[config.mk]
export PLATFORM = sky130hd
export DESIGN_NAME = seq_event_fsm_flat
export DESIGN_NICKNAME = d
export VERILOG_FILES = /design/src/rtl/seq_event_pkg.sv /design/src/rtl/seq_event_if.sv /design/src/rtl/seq_event_ch.sv /design/src/rtl/seq_event_fsm.sv /design/src/flat_wrapper.sv
export SDC_FILE = /design/constraint.sdc
export NUM_CORES = 1
export LEC_CHECK = 0
export CAP_MARGIN = 15
export CORE_MARGIN = 2
export CORE_UTILIZATION = 59
export CTS_CLUSTER_DIAMETER = 100
export DETAILED_ROUTE_END_ITERATION = 10
export GPL_TIMING_DRIVEN = 0
export PLACE_DENSITY = 0.84
export SYNTH_ARGS = -nofsm -noshare
export SYNTH_HDL_FRONTEND = slang
export SYNTH_HIERARCHICAL = 1
export SYNTH_SLANG_ARGS = --single-unit
[constraint.sdc]
create_clock -name clk -period 4.4 [get_ports clk]
set_input_delay 1.1 -clock clk [delete_from_list [all_inputs] [get_ports clk]]
set_output_delay 1.1 -clock clk [all_outputs]
set_load 0.02 [all_outputs]
[src/rtl/seq_event_pkg.sv]
// Shared definitions for the per-channel event sequencer: channel state
// encoding and the wrap/sticky mode constants.
package seq_event_pkg;

    typedef enum logic [1:0] {
        IDLE  = 2'b00,
        COUNT = 2'b01,
        TERM  = 2'b10
    } state_e;

    localparam logic MODE_WRAP   = 1'b0;
    localparam logic MODE_STICKY = 1'b1;

endpackage

[src/rtl/seq_event_if.sv]
// Control/status bundle for seq_event_fsm. The live count bus exists only
// when SEQ_EVENT_CNT_OUT_EN is defined.
interface seq_event_if #(
    parameter int CNT_W  = 4,
    parameter int NUM_CH = 2
);

    logic                     en;
    logic                     mode;
    logic [CNT_W-1:0]         term;
    logic [NUM_CH-1:0]        x;
    logic [NUM_CH-1:0]        clr;
    logic [NUM_CH-1:0]        y;
    logic [NUM_CH-1:0]        done;
`ifdef SEQ_EVENT_CNT_OUT_EN
    logic [NUM_CH*CNT_W-1:0]  cnt;
`endif

    modport master (
        output en, mode, term, x, clr,
        input  y, done
`ifdef SEQ_EVENT_CNT_OUT_EN
        , input cnt
`endif
    );

    modport slave (
        input  en, mode, term, x, clr,
        output y, done
`ifdef SEQ_EVENT_CNT_OUT_EN
        , output cnt
`endif
    );

endinterface

[src/rtl/seq_event_ch.sv]
// One event-counting channel: IDLE -> COUNT -> TERM, terminal count latched
// on leaving IDLE, wrap or sticky behaviour in TERM, clear beats events.
// The cnt port is present only when SEQ_EVENT_CNT_OUT_EN is defined.
module seq_event_ch
    import seq_event_pkg::*;
#(
    parameter int CNT_W = 4
) (
    input  logic             clk,
    input  logic             rst_n,
    input  logic             en,
    input  logic             mode,
    input  logic [CNT_W-1:0] term,
    input  logic             x,
    input  logic             clr,
    output logic             y,
    output logic             done
`ifdef SEQ_EVENT_CNT_OUT_EN
    ,
    output logic [CNT_W-1:0] cnt
`endif
);

    state_e           state, state_nx;
    logic [CNT_W-1:0] cnt_q, cnt_nx;
    logic [CNT_W-1:0] term_l, term_l_nx;
    logic             done_q, done_nx;

    // Next-state, next-count and done-pulse decode.
    always_comb begin
        // NOTE: every signal gets a default first so no path leaves it unassigned (no latch).
        state_nx  = state;
        cnt_nx    = cnt_q;
        term_l_nx = term_l;
        done_nx   = 1'b0;

        case (state)
            IDLE: begin
                // A zero terminal count keeps the channel parked here.
                if (en && x && (term != '0)) begin
                    term_l_nx = term;
                    cnt_nx    = CNT_W'(1);
                    state_nx  = (term == CNT_W'(1)) ? TERM : COUNT;
                end
            end
            COUNT: begin
                if (en && x) begin
                    cnt_nx = cnt_q + CNT_W'(1);
                    if (cnt_nx == term_l) begin
                        state_nx = TERM;
                    end
                end
            end
            TERM: begin
                if (en && x && (mode == MODE_WRAP)) begin
                    state_nx = IDLE;
                    cnt_nx   = '0;
                end
            end
            default: begin
                // Unused encoding: fall back to a clean IDLE.
                state_nx = IDLE;
                cnt_nx   = '0;
            end
        endcase

        // Clear overrides everything, including a coincident event and en=0.
        if (clr) begin
            state_nx = IDLE;
            cnt_nx   = '0;
        end

        done_nx = (state_nx == TERM) && (state != TERM);
    end

    // State, count, latched terminal count and done pulse registers.
    always_ff @(posedge clk or negedge rst_n) begin
        if (!rst_n) begin
            state  <= IDLE;
            cnt_q  <= '0;
            term_l <= '0;
            done_q <= 1'b0;
        end else begin
            // NOTE: non-blocking assignments so all registers update together from pre-edge values.
            state  <= state_nx;
            cnt_q  <= cnt_nx;
            term_l <= term_l_nx;
            done_q <= done_nx;
        end
    end

    assign y    = (state == TERM);
    assign done = done_q;
`ifdef SEQ_EVENT_CNT_OUT_EN
    assign cnt  = cnt_q;
`endif

endmodule

[src/rtl/seq_event_fsm.sv]
// Top level: NUM_CH independent event-counting channels sharing en, mode
// and term. Define SEQ_EVENT_CNT_OUT_EN to expose each channel's live count.
module seq_event_fsm #(
    parameter int CNT_W  = 4,
    parameter int NUM_CH = 2
) (
    input logic       clk,
    input logic       rst_n,
    seq_event_if.slave bus
);

    logic [NUM_CH-1:0]       y_w;
    logic [NUM_CH-1:0]       done_w;
`ifdef SEQ_EVENT_CNT_OUT_EN
    logic [NUM_CH*CNT_W-1:0] cnt_w;
`endif

    for (genvar i = 0; i < NUM_CH; i++) begin : g_ch
        seq_event_ch #(
            .CNT_W (CNT_W)
        ) u_ch (
            .clk   (clk),
            .rst_n (rst_n),
            .en    (bus.en),
            .mode  (bus.mode),
            .term  (bus.term),
            .x     (bus.x[i]),
            .clr   (bus.clr[i]),
            .y     (y_w[i]),
            .done  (done_w[i])
`ifdef SEQ_EVENT_CNT_OUT_EN
            ,
            .cnt   (cnt_w[i*CNT_W +: CNT_W])
`endif
        );
    end

    assign bus.y    = y_w;
    assign bus.done = done_w;
`ifdef SEQ_EVENT_CNT_OUT_EN
    assign bus.cnt  = cnt_w;
`endif

endmodule

[src/flat_wrapper.sv]
// flat-port wrapper written by rule: the top's interface ports become plain ports
module seq_event_fsm_flat 
#(
    parameter int CNT_W  = 4,
    parameter int NUM_CH = 2
)
  (clk, rst_n, bus_en, bus_mode, bus_term, bus_x, bus_clr, bus_y, bus_done);
  seq_event_if #(.CNT_W(CNT_W), .NUM_CH(NUM_CH)) bus_i ();
  input logic clk;
  input logic rst_n;
  input wire logic [$bits(bus_i.en)-1:0] bus_en;
  input wire logic [$bits(bus_i.mode)-1:0] bus_mode;
  input wire logic [$bits(bus_i.term)-1:0] bus_term;
  input wire logic [$bits(bus_i.x)-1:0] bus_x;
  input wire logic [$bits(bus_i.clr)-1:0] bus_clr;
  output wire logic [$bits(bus_i.y)-1:0] bus_y;
  output wire logic [$bits(bus_i.done)-1:0] bus_done;
  assign bus_i.en = bus_en;
  assign bus_i.mode = bus_mode;
  assign bus_i.term = bus_term;
  assign bus_i.x = bus_x;
  assign bus_i.clr = bus_clr;
  assign bus_y = bus_i.y;
  assign bus_done = bus_i.done;
  seq_event_fsm #(.CNT_W(CNT_W), .NUM_CH(NUM_CH)) u_core (.clk(clk), .rst_n(rst_n), .bus(bus_i));
endmodule
# Yosys cells after proc, flatten, opt, wreduce, memory -nomap -nowiden

Index checks and enable logic that the tools add are counted.

Register bits after elaboration: 22
Bits of input ports: 12
Output and inout bits: 4
Logic and storage cells: 66

$add $sub $neg: 2
Equality and inequality tests: 17
Mux-type cells: 23
Bitwise logic cells: 1
Reduce and logical (&&, ||, !) cells: 15

Operators with widths:

| kind                | count |
|---|---|
| $mux 4              | 8 |
| $pmux 4 s3          | 2 |
| $mux 2              | 11 |
| $ne 3x3->1 const B  | 4 |
| $pmux 2 s3          | 2 |
| $add 4x1->4 const B | 2 |
| $eq 2x2->1 const B  | 4 |
| $eq 4x4->1          | 2 |
| $logic_and 1x1->1   | 8 |
| $ne 3x2->1 const B  | 2 |
| $reduce_and 3->1    | 2 |
| $eq 2x1->1 const B  | 2 |
| $eq 4x1->1 const B  | 1 |
| $logic_not 2->1     | 2 |
| $ne 2x2->1 const B  | 2 |
| $reduce_and 2->1    | 2 |
| $reduce_bool 4->1   | 1 |
| $not 1->1           | 1 |

# Longest topological paths before layout

Gate-level depths: netlist (run 1).

Depth after elaboration: 8
Gate-level depth with buffers: 5
Gate-level depth less buffers: 4

# Modules after synthesis

Netlist (run 1), hierarchy kept.

Modules (own cells, without submodules):

| module       | times used | cells an instance | area each (µm²) | seq. area each (µm²) |
|---|---|---|---|---|
| seq_event_ch | 2          | 72                | 675.6           | 275.3 |

# Worst setup path after synthesis (run 1)

OpenSTA, ideal clock, no wires.

Path kind: input to register
Start: in bus_term[3]
End: reg u_core.g_ch[0].u_ch.term_l[1]
Library setup time: 125 ps
Data arrival time: 2086 ps
Data required time: 4275 ps
Path slack: 2190 ps
Stages on the path: 3
Path buffers: 0
Cell sequence: or4_4 > nand2_1 > mux2_2

Word-level cells in the longest chain between the ends: 3

Ends and longest elaborated chain:

| element                           | RTL line           | RTL |
|---|---|---|
| start, declared                   | flat_wrapper.sv:13 | `input wire logic [$bits(bus_i.term)-1:0] bus_term;` |
| $reduce_bool 4->1                 | seq_event_ch.sv:40 | `if (en && x && (term != '0)) begin` |
| $logic_and 1x1->1                 | seq_event_ch.sv:40 |  |
| $reduce_and 2->1 (no source line) | --                 |  |
| end signal, assigned              | seq_event_ch.sv:87 | `term_l <= term_l_nx;` |
| end, declared                     | seq_event_ch.sv:26 | `logic [CNT_W-1:0] term_l, term_l_nx;` |

No other way between the ends.
A chain may end at the register's enable or synchronous reset.

# Final worst setup path (run 1)

Start: reg u_core.g_ch[1].u_ch.state[0]
End: out bus_y[1]

Word-level cells in the longest chain between the ends: 1

Ends and longest elaborated chain:

| element                | RTL line           | RTL |
|---|---|---|
| start, declared        | seq_event_ch.sv:24 | `state_e state, state_nx;` |
| start signal, assigned | seq_event_ch.sv:85 | `state <= state_nx;` |
| $eq 2x2->1             | seq_event_ch.sv:92 | `assign y = (state == TERM);` |
| end, declared          | flat_wrapper.sv:16 | `output wire logic [$bits(bus_i.y)-1:0] bus_y;` |

No other way between the ends.

==> summary by stage, run 1 <==
Timing
The worst pin sits at a relative slew slack of 0.378. The worst hold slack after final layout is ~0.54 ns. The post-route setup TNS is 0 ns. After layout, the minimum clock period comes to about 2.8 ns.

For the pin with the worst max-slew slack, the measured transition is ~0.93 ns. The count of final hold-check violations is 0. Dividing the final minimum period by the clock period gives 0.634. Setup repair after global routing left no endpoint under its margin. Derived from the worst setup path, the maximum achievable clock frequency is ~360 MHz. The total of endpoints with negative setup slack in the final report is 0. The worst path meets setup with 1.61 ns of slack. Between clock sinks in the finished design, the worst skew comes to roughly 0.0083 ns. The total count of max-transition violations in the final report is 0.

Worst setup path
The setup path with the least slack is of type flip-flop to primary output. Broken down by cell family, the worst path's largest delay share belongs to buffers and inverters. The cell with the largest stage delay on the worst path is sky130_fd_sc_hd__clkdlybuf4s50_1. The buffers plus inverters on the worst setup path is 2. At the worst endpoint, the arrival time is between 1.5 and 2 ns.

The largest single stage delay on the critical path is roughly 0.60 ns. The nature of the critical path startpoint is a flip-flop. The worst setup path is captured at a primary output. The largest fanout on the critical path is 10.

Traced cell by cell, the critical path runs through buf_2 -> nor2b_1 -> clkdlybuf4s50_1. The required time reported for the critical path endpoint is about 3.3 ns.

Floorplanning
The site row count is 17. The die is slightly above 50 um tall. The floorplan step defined a core boundary enclosing 2190 um2.

The die width is roughly 52 um. The initial standard-cell utilization of the core is 0.617. The die covers 2690 um2. In this run the count of I/O pins placed on the die edge is 16.

Layout
In the final layout, the share of cells above drive strength 1 is 0.135. The antenna diode instance count is 0. The area growth from synthesis to layout is 17.6%.

The post-layout net count is roughly 180. The design area is 1590 um2.

Clock tree
The clock passes through at most 2 buffers. The sink count of the clock tree is 22. The quantity of gates resized following cts is 0. Clock-pin slew was measured on the worst setup and hold paths at around 0.13 ns.

The number of hold buffers added after CTS was 0. The root cell of the clock tree is sky130_fd_sc_hd__clkbuf_4. The later-pin clock latency in the skew report is approximately 0.3 ns. The CTS tree is built. The post-CTS setup buffer count is 0.

The CTS buffer count is 3. The deepest level of the CTS H-tree is 1.

Logic synthesis
Synthesis instantiated 30 different standard cells from the library. The post-synthesis sequential area ratio is 0.407. In this run the mean area of a mapped cell was between 9 and 10 um2. The post-synth net total is 158. The post-synthesis sequential element count is 22. The number of instances in the synthesized netlist is roughly 140.

The cell area after technology mapping is approximately 1400 um2. Yosys printed 6 warnings.

Placed design
At the end of routability-driven placement, the weighted congestion stood at between 0.8 and 0.9. Timing analysis after detailed placement gives a worst setup slack of about 1.6 ns. Once placement finished, the instance area stood at 1540 um2. In this run the tool buffered the top-level ports with 15 buffer cells. Detailed placement ended at an HPWL of 2230 um.

Global route
For this run the aggregate overflow at the end of global routing stands at 0. The first global-routing pass estimated ~4700 um of wire. The number of antenna violations at the first check in global routing came to 0.

The via count of the first global-routing pass was around 1.0k. For this run, the total global-route usage over all layers was measured as 0.235. The pin count of the biggest net entering global routing is 23.

Routing
The starting DRC count in detailed routing is 34. The via total after detailed routing is between 1k and 1.5k. The detailed-route wire length per cell is about 15 um.

Dividing the detail-routed via count by the number of cells gives slightly above 6. The post-route antenna net violation count is 0. The final layout contains routed wiring with a total length of 2930 um. The total DRC errors in the routed layout is 0.

The count of TritonRoute iterations in the first routing pass is 4.

Power and ir drop
The post-layout total power is roughly 0.48 mW. The leakage power figure is roughly 0.66 nW. The power density relative to cell area is 301 nW/um2. Across the VDD grid, the largest voltage drop is between 0.0002 and 0.0003 V.

Outcome
The flow ran to the end, and the final reports show no timing, DRC or antenna violations.

Hold path
In this run the worst hold path is classified as flip-flop to flip-flop.

Job
Max-cap violations in this run came to 0.
sequential cells by signal (all words and copies together), names as in the netlist:
name,count
u_core/g_ch.u_ch/cnt_q,8
u_core/g_ch.u_ch/term_l,8
u_core/g_ch.u_ch/state,4
u_core/g_ch.u_ch/done,2
per-layer routing:
layer  up-vias  track usage  part of all wire
met3         4       0.0345             0.059
met1       558        0.337              0.44
met2        38        0.363              0.49
met4         0       0.0789             0.012
met5         -            0                 0
li1        565            -                 -
kinds of logic after synthesis:
logic type               count (synthesis)  synth area share
AO/OA/AOI/OAI                           38             0.191
XOR/XNOR                                12            0.0778
adder cells (fa/ha/maj)                  2            0.0185
buffers and inverters                    8            0.0259
flip-flops                              22             0.407
multiplexers                             6            0.0500
AND/OR/NAND/NOR                         56             0.230
layout by cell type (no fill, tap or decap), types with 3 or more instances in the layout:
master / Yosys / layout
sky130_fd_sc_hd__a21oi_1: 8 / 8
sky130_fd_sc_hd__a22o_1: 6 / 6
sky130_fd_sc_hd__a31oi_1: 4 / 4
sky130_fd_sc_hd__buf_2: 4 / 4
sky130_fd_sc_hd__clkbuf_4: 0 / 3
sky130_fd_sc_hd__clkdlybuf4s50_1: 0 / 15
sky130_fd_sc_hd__dfrtp_1: 22 / 22
sky130_fd_sc_hd__inv_1: 4 / 4
sky130_fd_sc_hd__mux2_2: 6 / 6
sky130_fd_sc_hd__nand2_1: 12 / 12
sky130_fd_sc_hd__nand2b_1: 6 / 6
sky130_fd_sc_hd__nand3_1: 4 / 4
sky130_fd_sc_hd__nor2_1: 12 / 12
sky130_fd_sc_hd__nor3_1: 4 / 4
sky130_fd_sc_hd__nor3_2: 4 / 4
sky130_fd_sc_hd__o21ai_0: 8 / 8
sky130_fd_sc_hd__xnor2_1: 6 / 6
sky130_fd_sc_hd__xor2_1: 6 / 6
worst paths after layout:
check / start / end / slack (ns) / cells after the start
worst max-delay path: u_core/g_ch[1].u_ch/state[0] / bus_y[1] / 1.61 / 3
worst min-delay path: u_core/g_ch[0].u_ch/term_l[0] / u_core/g_ch[0].u_ch/term_l[0] / 0.54 / 1
worst max register to register: u_core/g_ch[1].u_ch/cnt_q[0] / u_core/g_ch[1].u_ch/state[0] / 2.59 / 4
worst min register to register: u_core/g_ch[0].u_ch/term_l[0] / u_core/g_ch[0].u_ch/term_l[0] / 0.54 / 1
max in group asynchronous: rst_n / u_core/g_ch[0].u_ch/cnt_q[1] / 2.53 / 1
min in group asynchronous: rst_n / u_core/g_ch[1].u_ch/state[1] / 1.31 / 1
final cells by class:
class | count | area (um2)
fillers | 165 | 602
flip-flops and latches | 22 | 551
clock inverters | 1 | 30.0
repair buffers | 15 | 150
plain buffers | 4 | 20.0
multi-input cells | 114 | 766
inverters | 4 | 15.0
clock buffers | 3 | 22.5
well taps | 28 | 35.0
synthesized netlist by cell type, drive strengths merged:
master	number	area, um2
dfrtp	22	551
nand2	12	45.0
nor2	12	45.0
a21oi	10	57.6
nor3	8	60.1
o21ai	8	40.0
a22o	6	52.6
mux2	6	67.6
nand2b	6	37.5
xnor2	6	52.6
xor2	6	52.6
a31oi	4	25.0
buf	4	20.0
inv	4	15.0
nand3	4	20.0
or4	4	37.5
a2111oi	2	17.5
a211o	2	17.5
and2	2	12.5
and3	2	12.5
ha	2	25.0
nand3b	2	15.0
nor2b	2	12.5
nor4	2	12.5
o21a	2	15.0
o31ai	2	15.0
o41ai	2	17.5
worst register-to-register path: stages (launching register included):
cell                      delay [ns]
sky130_fd_sc_hd__dfrtp_1        0.48
sky130_fd_sc_hd__ha_1           0.36
sky130_fd_sc_hd__xor2_1         0.15
sky130_fd_sc_hd__nor4_1         0.52
sky130_fd_sc_hd__a31oi_1        0.16
through the flow:
stage	instances	util
after global placement	187	0.701
after global routing	191	0.725
after floorplan	144	-
after detailed placement	187	0.701
after CTS	191	0.725
final	191	0.725
power by group:
part | internal, mW | switching, mW
registers | 0.220 | 0.0158
clock network | 0.0919 | 0.0594
logic | 0.0451 | 0.0458
(Power assumes the default switching activity.)
==> run 2, diff against run 1 <==
- CORE_UTILIZATION: 59 -> 55
- PLACE_DENSITY: 0.84 -> 0.79
- clock period: 4.4 -> 2.9 ns (I/O delays scaled with it)
==> run 2 against run 1 <==
First-iteration DRC count stayed put. Clock skew is 0.0065 ns lower. Worst hold slack worse by 0.0032 ns. Power is 32% higher. Register-to-register slack worse by 1.4 ns. Sequential share of layout area is 0.67 points higher. Clock power is 11% lower. Routed wire length is 4.4% lower. Critical path type unchanged. Highest routed layer unchanged.
==> summary by stage, run 2 (synthesis gave the netlist of run 1 again) <==
Routing
The starting DRC count in detailed routing is 34 (unchanged). The via total after detailed routing was 1157 (-0.69%). The total DRC errors in the routed layout is 0 (unchanged). The detailed-route wire length per cell is 14.8 um (-3.9%). The final wirelength is 2800 um (-4.4%). The number of vias per cell is 6.09 (-0.16%).

The count of TritonRoute iterations in the first routing pass is 4 (unchanged). The post-route antenna net violation count is 0 (unchanged).

Power and ir drop
The post-layout total power came to 0.629 mW (+32%). The combinational power share was 0.219 (+0.029). The maximum resistive drop on vdd is 0.000388 V (+34%). The leakage power figure is 0.646 nW (-2.1%).

The part of the total power dissipated in sequential elements is 0.568 (+0.074). The switching power total is 0.178 mW (+47%). The switching part of the total power is 0.283 (+0.0300). The clock power share is 0.213 (-0.103). The power density relative to cell area is 403 nW/um2 (+34%). The internal power of the cells came to 0.451 mW (+26%).

Clock tree
TritonCTS built the clock tree. The root cell of the clock tree is sky130_fd_sc_hd__clkbuf_4. The clock slew seen by the registers of the worst setup and hold paths is 0.11 ns (-0.02 ns). The post-CTS setup buffer count is 0 (unchanged). The deepest level of the CTS H-tree is 1 (unchanged).

The later-pin clock latency in the skew report was 0.30 ns (about the same). The CTS buffer count is 3 (unchanged). The total of hold buffers inserted after clock tree synthesis is 0 (unchanged). The number of buffers on the longest clock path is 2 (unchanged). The quantity of gates resized following cts is 0 (unchanged). The sink count of the clock tree came to 22 (unchanged).

Layout
The post-layout net count came to 178 (unchanged). The most common cell after layout, fill and taps aside is sky130_fd_sc_hd__dfrtp_1. The largest registers in the layout are u_core/g_ch.u_ch/cnt_q (8), u_core/g_ch.u_ch/term_l (8), u_core/g_ch.u_ch/state (4). The antenna diode instance count is 0 (unchanged). The final cell utilization of the core is 0.685 (-0.0403). The number of cells in the finished layout apart from fillers is 190 (-0.52%). In the layout the commonest cells are 22 x sky130_fd_sc_hd__dfrtp_1, 15 x sky130_fd_sc_hd__clkdlybuf4s50_1, 12 x sky130_fd_sc_hd__nand2_1, 12 x sky130_fd_sc_hd__nor2_1.

From synthesis to final layout, the design area changed by 15.4%. The design area is 1560 um2 (-1.9%). The layout cell share with drive strength beyond 1 is 0.130 (-0.00534).

Worst setup path
The worst setup path is of the flip-flop to primary output kind. Traced cell by cell, the critical path runs through buf_2 -> nor2b_1 -> clkdlybuf4s50_1. The required time reported for the critical path endpoint is 2.17 ns (-1.13 ns). On the critical path, the stage with the largest delay is an instance of sky130_fd_sc_hd__clkdlybuf4s50_1. The data arrival time of the critical path was 1.70 ns (about the same).

The largest stage delay on the critical path is 0.60 ns (about the same). The largest fanout on the critical path came to 10 (unchanged). STA classifies the critical path endpoint as a primary output.

STA classifies the critical path startpoint as a flip-flop.

Global route
The via count of the first global-routing pass is 971 (-5.6%). The pin count of the biggest net entering global routing came to 23 (unchanged). The number of antenna violations at the first check in global routing came to 0 (unchanged). The global-route wire length before repair is 4530 um (-2.8%). The overflow left after global routing is 0 (unchanged).

The total routing usage reported by global routing came to 0.218 (-0.0165).

Placed design
The area of placed instances came to 1540 um2 (unchanged). The count of buffers from port buffering is 15 (unchanged). The final estimated routing congestion in global placement was 0.849 (-1.0%). The detailed placement HPWL is 2110 um (-5.6%). The placed instance count was 187 (unchanged). The pre-CTS worst setup slack is 0.442 ns (-1.11 ns).

Timing
The worst relative slew slack is 0.370 (-0.00767). Setup repair after global routing left no endpoint under its margin. The setup slack of the critical path after layout was 0.476 ns (-1.14 ns). The worst hold slack after final layout is 0.538 ns (-0.00325 ns).

The total count of max-transition violations in the final report came to 0 (unchanged). The post-route setup TNS is 0 ns (unchanged). The total of endpoints with negative setup slack in the final report is 0 (unchanged).

The share of the clock period used by the worst path is 0.836. The minimum clock period is 2.42 ns. The post-route clock skew is 0.00180 ns (-0.00650 ns). The actual transition at the worst max-transition pin is 0.942 ns (+0.0115 ns). Static timing analysis puts the maximum clock frequency at just over 400 MHz. The count of final hold-check violations is 0 (unchanged).

Job
The number of maximum-capacitance constraint violations is 0 (unchanged).

Floorplanning
The die span in y was 53.6 um (+3.3%). The site row count is 17 (unchanged). The die footprint is 2870 um2 (+6.7%). The initial standard-cell utilization of the core is 0.594 (-0.0231).

The number of top-level pins is 16 (unchanged). The standard cell core area was 2280 um2 (+3.9%). The die width is 53.6 um (+3.3%).

Outcome
The run finished with clean final reports.

Hold path
The class of the most critical hold timing path is flip-flop to flip-flop.
run 2: final timing paths:
path                                                      end  cells past startpoint  slack, ns                     startpoint
worst max-delay path                                 bus_y[0]                      3       0.48   u_core/g_ch[0].u_ch/state[0]
worst min-delay path            u_core/g_ch[1].u_ch/term_l[0]                      1       0.54  u_core/g_ch[1].u_ch/term_l[0]
worst max register to register   u_core/g_ch[1].u_ch/state[0]                      4       1.16   u_core/g_ch[1].u_ch/cnt_q[0]
worst min register to register  u_core/g_ch[1].u_ch/term_l[0]                      1       0.54  u_core/g_ch[1].u_ch/term_l[0]
max in group asynchronous        u_core/g_ch[0].u_ch/cnt_q[1]                      1       1.39                          rst_n
min in group asynchronous        u_core/g_ch[1].u_ch/state[1]                      1       0.94                          rst_n
run 2: area by class of cell:
type / count / area [um2]
buffer: 4 / 20.0
fill: 203 / 717
tap: 28 / 35.0
sequential: 22 / 551
inverter: 4 / 15.0
multi-input combinational: 114 / 766
timing repair buffer: 15 / 150
clock buffer: 3 / 22.5
run 2: worst max-delay path, delay by kind of cell (launching register included):
family	cells	cell delay, ns
buffers and inverters	2	0.81
DFF	1	0.48
and+or+nand+nor	1	0.11
run 2: layer usage:
layer  vias up  part of all wire  global-route usage
li1        563                 -                   -
met1       558              0.49               0.329
met2        34              0.46               0.329
met3         2             0.049              0.0333
met4         0            0.0061              0.0513
met5         -                 0                   0
run 2: power groups by stage:
| stage | registers (mW) | logic [mW] | clock network (mW) |
|---|---|---|---|
| after floorplan | 0.358 | 0.0911 | 0 |
| after global routing | 0.361 | 0.153 | 0.156 |
| after global placement | 0.362 | 0.133 | 0 |
| after detailed placement | 0.363 | 0.137 | 0 |
| after CTS | 0.357 | 0.138 | 0.143 |
| final | 0.357 | 0.137 | 0.134 |
